**src/rtl/popcount_pkg.sv**
```systemverilog
// Shared state encoding and slice popcount helper for the serial popcount unit.
package popcount_pkg;

  typedef enum logic [1:0] {
    IDLE = 2'd0,
    LOAD = 2'd1,
    SCAN = 2'd2,
    DONE = 2'd3
  } state_t;

  // Slices of up to 4 bits are zero-extended into this helper.
  function automatic logic [2:0] popcnt4(input logic [3:0] s);
    popcnt4 = {2'b00, s[0]} + {2'b00, s[1]} + {2'b00, s[2]} + {2'b00, s[3]};
  endfunction

endpackage

```
**src/rtl/shreg_load_shift.sv**
```systemverilog
// Operand shift register: parallel load, zero-filled right shift by STEP, zero detect.
module shreg_load_shift #(
  parameter int WIDTH = 8,
  parameter int STEP  = 1
) (
  input  logic             clk,
  input  logic             rst,
  input  logic             load_i,
  input  logic             shift_i,
  input  logic [WIDTH-1:0] din_i,
  output logic [STEP-1:0]  slice_o,
  output logic             is_zero_o
);

  logic [WIDTH-1:0] shreg_q;

  always_ff @(posedge clk or posedge rst) begin
    if (rst)          shreg_q <= '0;
    else if (load_i)  shreg_q <= din_i;
    else if (shift_i) shreg_q <= shreg_q >> STEP;
  end

  assign slice_o   = shreg_q[STEP-1:0];
  assign is_zero_o = (shreg_q == '0);

endmodule

```
**src/rtl/popcount_serial.sv**
```systemverilog
// Bit-serial ones counter and parity generator; scans STEP bits per clock and
// finishes as soon as the remaining operand bits are all zero.
module popcount_serial
  import popcount_pkg::*;
#(
  parameter int WIDTH = 8,
  parameter int STEP  = 1,
  localparam int CNT_W = $clog2(WIDTH+1)
) (
  input  logic             clk,
  input  logic             rst,
  input  logic             init,
  input  logic             mode,
  input  logic [WIDTH-1:0] data_in,
  output logic             busy,
  output logic             done,
  output logic [CNT_W-1:0] count,
  output logic             par
);

  state_t           state_q, state_d;
  logic [CNT_W-1:0] acc_q, acc_d, count_q, count_d;
  logic             par_q, par_d, mode_q, mode_d;
  logic             ld, sh, is_zero;
  logic [STEP-1:0]  slice;
  logic [3:0]       slice4;

  shreg_load_shift #(.WIDTH(WIDTH), .STEP(STEP)) u_shreg (
    .clk       (clk),
    .rst       (rst),
    .load_i    (ld),
    .shift_i   (sh),
    .din_i     (data_in),
    .slice_o   (slice),
    .is_zero_o (is_zero)
  );

  always_ff @(posedge clk or posedge rst) begin
    if (rst) begin
      state_q <= IDLE;
      acc_q   <= '0;
      count_q <= '0;
      par_q   <= 1'b0;
      mode_q  <= 1'b0;
    end else begin
      state_q <= state_d;
      acc_q   <= acc_d;
      count_q <= count_d;
      par_q   <= par_d;
      mode_q  <= mode_d;
    end
  end

  always_comb begin
    state_d = state_q;
    acc_d   = acc_q;
    count_d = count_q;
    par_d   = par_q;
    mode_d  = mode_q;
    ld      = 1'b0;
    sh      = 1'b0;
    slice4  = '0;
    slice4[STEP-1:0] = slice;
    case (state_q)
      IDLE: if (init) state_d = LOAD;
      LOAD: begin
        ld      = 1'b1;
        acc_d   = '0;
        mode_d  = mode;
        state_d = SCAN;
      end
      SCAN: begin
        // Results only move on completion so the previous answer stays visible.
        if (is_zero) begin
          state_d = DONE;
          count_d = acc_q;
          par_d   = acc_q[0] ^ mode_q;
        end else begin
          sh    = 1'b1;
          acc_d = acc_q + CNT_W'(popcnt4(slice4));
        end
      end
      DONE: if (!init) state_d = IDLE;
      default: state_d = IDLE;
    endcase
  end

  assign busy  = (state_q == LOAD) || (state_q == SCAN);
  assign done  = (state_q == DONE);
  assign count = count_q;
  assign par   = par_q;

endmodule

```
**config.mk**
```make
export PLATFORM = sky130hd
export DESIGN_NAME = popcount_serial
export DESIGN_NICKNAME = d
export VERILOG_FILES = /design/src/rtl/popcount_pkg.sv /design/src/rtl/shreg_load_shift.sv /design/src/rtl/popcount_serial.sv
export SDC_FILE = /design/constraint.sdc
export NUM_CORES = 1
export LEC_CHECK = 0
export BUFFER_PORTS_ARGS = -buffer_cell sky130_fd_sc_hd__buf_2
export CELL_PAD_IN_SITES_DETAIL_PLACEMENT = 0
export CELL_PAD_IN_SITES_GLOBAL_PLACEMENT = 1
export CORE_MARGIN = 4
export CORE_UTILIZATION = 38
export DETAILED_ROUTE_END_ITERATION = 8
export PLACE_DENSITY = 0.79
export SLEW_MARGIN = 30
export SYNTH_ARGS = -nofsm -noshare
export SYNTH_HDL_FRONTEND = slang
export SYNTH_SLANG_ARGS = --single-unit
```
**constraint.sdc**
```tcl
create_clock -name clk -period 1.5 [get_ports clk]
set_input_delay 0.3 -clock clk [delete_from_list [all_inputs] [get_ports clk]]
set_output_delay 0.3 -clock clk [all_outputs]
set_load 0.01 [all_outputs]
```
==> flow_metrics.tcl <==
set metrics [dict create \
    clock_latency_ns 0.30 \
    via_count 769 \
    vdd_ir_drop_max_mv 1.37 \
    fin_ws_ns 0.00891 \
    ys_types 24 \
    n_antenna_cell 0 \
    period_share 0.994 \
    syn_to_final_growth_pct 29.1 \
    use_met3 0.0277 \
    synth_edf_count 0 \
    core_area_um2 2570 \
    placed_cells 142 \
    setup.worst_path.end_class "output port" \
    powerDensity_nw_per_um2 2080 \
    die_h_um 61.0 \
    grt_overflow 0 \
    synth_seq_area_share 0.469 \
    synth_common_cells "20 x dfrtp_1, 14 x nand2_1, 11 x mux2i_1, 8 x o21ai_0, 6 x ha_1" \
    synth_area_per_cell_um2 11.5 \
    cp.required_ns 1.20 \
    finalInstanceArea_um2 1380 \
    synth_nets 111 \
    period_needed_ns 1.49 \
    clkSlewWorstSetupHoldPaths_ns 0.11 \
    grtUsageMet2 0.180 \
    tritoncts "yes" \
    ys_warn_count 0 \
    drt-total-wl_um 2030 \
    setup_viol 0 \
    cp-start-kind "flop" \
    ys_seq_elements 20 \
    port-buffer-count 18 \
    drt_pass1_iterations 4 \
    synth_top_cell_by_area "dfrtp_1" \
    start_util 0.415 \
    fin_util 0.536 \
    avgRoutedWirePerCell_um 13.1 \
    grt_pass1_vias 727 \
    numCtsBuffers 3 \
    grtUsageMet1 0.140 \
    rsz0062_at_grt "yes" \
    layout-drive-gt1-share 0.416 \
    fin_skew_ns 0.00328 \
    cts.sinks 20 \
    worst_pin_slew_ns 0.285 \
    slew_headroom 0.808 \
    ant_nets 0 \
    antenna_found_initial 0 \
    hold_violations 0 \
    placed_cell_area_um2 1230 \
    maxCapViolations 0 \
    outcome "complete, no violations" \
    place_ws_ns 0.0373 \
    grt_max_degree 21 \
    leakagePower_uw 0.000649 \
    timing_worst_setup_path_type "flop to output port" \
    async_flop_share 1.00 \
    cp.arrival_ns 1.19 \
    drtIter0Drc 24 \
    synth_ff_type "dfrtp_1" \
    nets 144 \
    viasPerCell 4.96 \
    whs_ns 0.202 \
    syn-cell-area_um2 1070 \
    grt_usage 0.114 \
    dieArea_um2 3720 \
    hp-class "primary input to flop" \
    synth.area.top_cells "dfrtp_1 47%, mux2i_1 10%, ha_1 7.0%, mux2_4 7.0%, nand2_1 4.9%" \
    rows 18 \
    instances_no_fill 155 \
    post-dp-hpwl_um 1370 \
    fmax_mhz 671 \
    finalMaxSlewViolations 0 \
    cts_buffer_depth 2 \
    syn_inst 93 \
    ios 19 \
    grt_pass1_wl_um 3090 \
    gp_congestion 0.739 \
    cp_max_fo 3 \
    post-route-drc-count 0 \
    dieWidth_um 61.0 \
    ctsRootBufferMaster "clkbuf_4" \
    h-tree-depth 1 \
    yosys.area.top_type_share 0.469 \
    yosysMostFrequentCell "dfrtp_1" \
    busiest_layer "met2" \
]
## final cells by class
type                    instances  area [µm²]
clock buffers                   4        36.3
repair buffers                 32         216
fillers                       243        1190
well taps                      30        37.5
inverters                       5        18.8
flip-flops and latches         20         500
multi-input cells              64         567
## routing by layer
metal  part of all wire  wire, µm  up-vias
li1                   -         -      388
met1               0.47       948      362
met3              0.045        91        4
met2               0.47       959       15
met4              0.017        34        0
met5                  0         0        -
## state kept, by name (all words and copies together), names as in the netlist
signal and flops:
u_shreg.shreg_q 8, count 4, acc_q 4, state_q 2
mode_q 1, par 1
## power by group
| part | switching (µW) | internal, µW | total (µW) |
|---|---|---|---|
| clock | 161 | 148 | 309 |
| sequential | 202 | 760 | 963 |
| combinational | 738 | 852 | 1590 |
## cell families after synthesis
family | after synthesis | share of synthesized area
compound gates | 17 | 0.0939
xor+xnor | 1 | 0.00822
fa+ha+maj | 6 | 0.0704
buf+inv | 9 | 0.0340
flops | 20 | 0.469
mux | 17 | 0.184
simple gates | 23 | 0.140
## cells in the final DEF (no fill, tap or decap)
master | Yosys | routed
nand3_4 | 1 | 1
clkbuf_8 | 0 | 1
nand4_1 | 2 | 2
a21oi_2 | 0 | 1
and2_2 | 1 | 1
dfrtp_1 | 20 | 20
ha_2 | 0 | 1
nand2_1 | 14 | 14
nand2b_1 | 1 | 1
o21ai_0 | 8 | 8
mux2_4 | 5 | 5
clkbuf_4 | 0 | 3
mux2_2 | 1 | 1
inv_1 | 5 | 4
a211o_1 | 1 | 1
nor2_2 | 0 | 1
inv_2 | 0 | 1
a31oi_1 | 2 | 2
a22o_1 | 1 | 1
o22ai_1 | 2 | 2
buf_4 | 0 | 12
mux2i_1 | 11 | 10
buf_12 | 0 | 1
o211ai_1 | 1 | 1
buf_6 | 0 | 1
a21oi_1 | 2 | 1
nor4_4 | 2 | 2
dlygate4sd3_1 | 0 | 1
ha_4 | 0 | 2
xor2_1 | 1 | 1
mux2i_2 | 0 | 1
ha_1 | 6 | 3
nor2b_1 | 1 | 1
buf_2 | 2 | 17
## through the flow
step,setup TNS (ns),total power (µW)
3_3_place_gp,0,2240
6_report,0,2860
3_5_place_dp,0,2280
2_1_floorplan,0,1880
4_1_cts,0,2700
5_1_grt,-0.0333,3070
## worst max-delay path, cell delays in order (launching register included)
cell     delay, ns
dfrtp_1       0.41
inv_1         0.13
ha_4          0.22
buf_2         0.13
## worst paths after layout
check	start	endpoint	slack [ns]	cells after the start
max reg2reg	state_q[1]$_DFFE_PP0P_	count[1]$_DFFE_PP0P_	0.07	5
min in group asynchronous	rst	u_shreg.shreg_q[0]$_DFFE_PP0P_	0.55	4
max	state_q[1]$_DFFE_PP0P_	busy	0.009	3
min	data_in[2]	u_shreg.shreg_q[2]$_DFFE_PP0P_	0.20	3
max in group asynchronous	rst	acc_q[1]$_DFFE_PP0P_	0.75	4
min reg2reg	acc_q[3]$_DFFE_PP0P_	acc_q[3]$_DFFE_PP0P_	0.51	1
## timing repair
action                                 CTS  global route
gates resized for setup                  2             7
cloned                                   0             0
setup endpoints to repair                1            11
setup buffers                            3             5
endpoints found under the hold margin   11             0
pin swaps                                0             1
hold buffers                             1             0
Note: power is estimated with default switching activity, not from simulation.
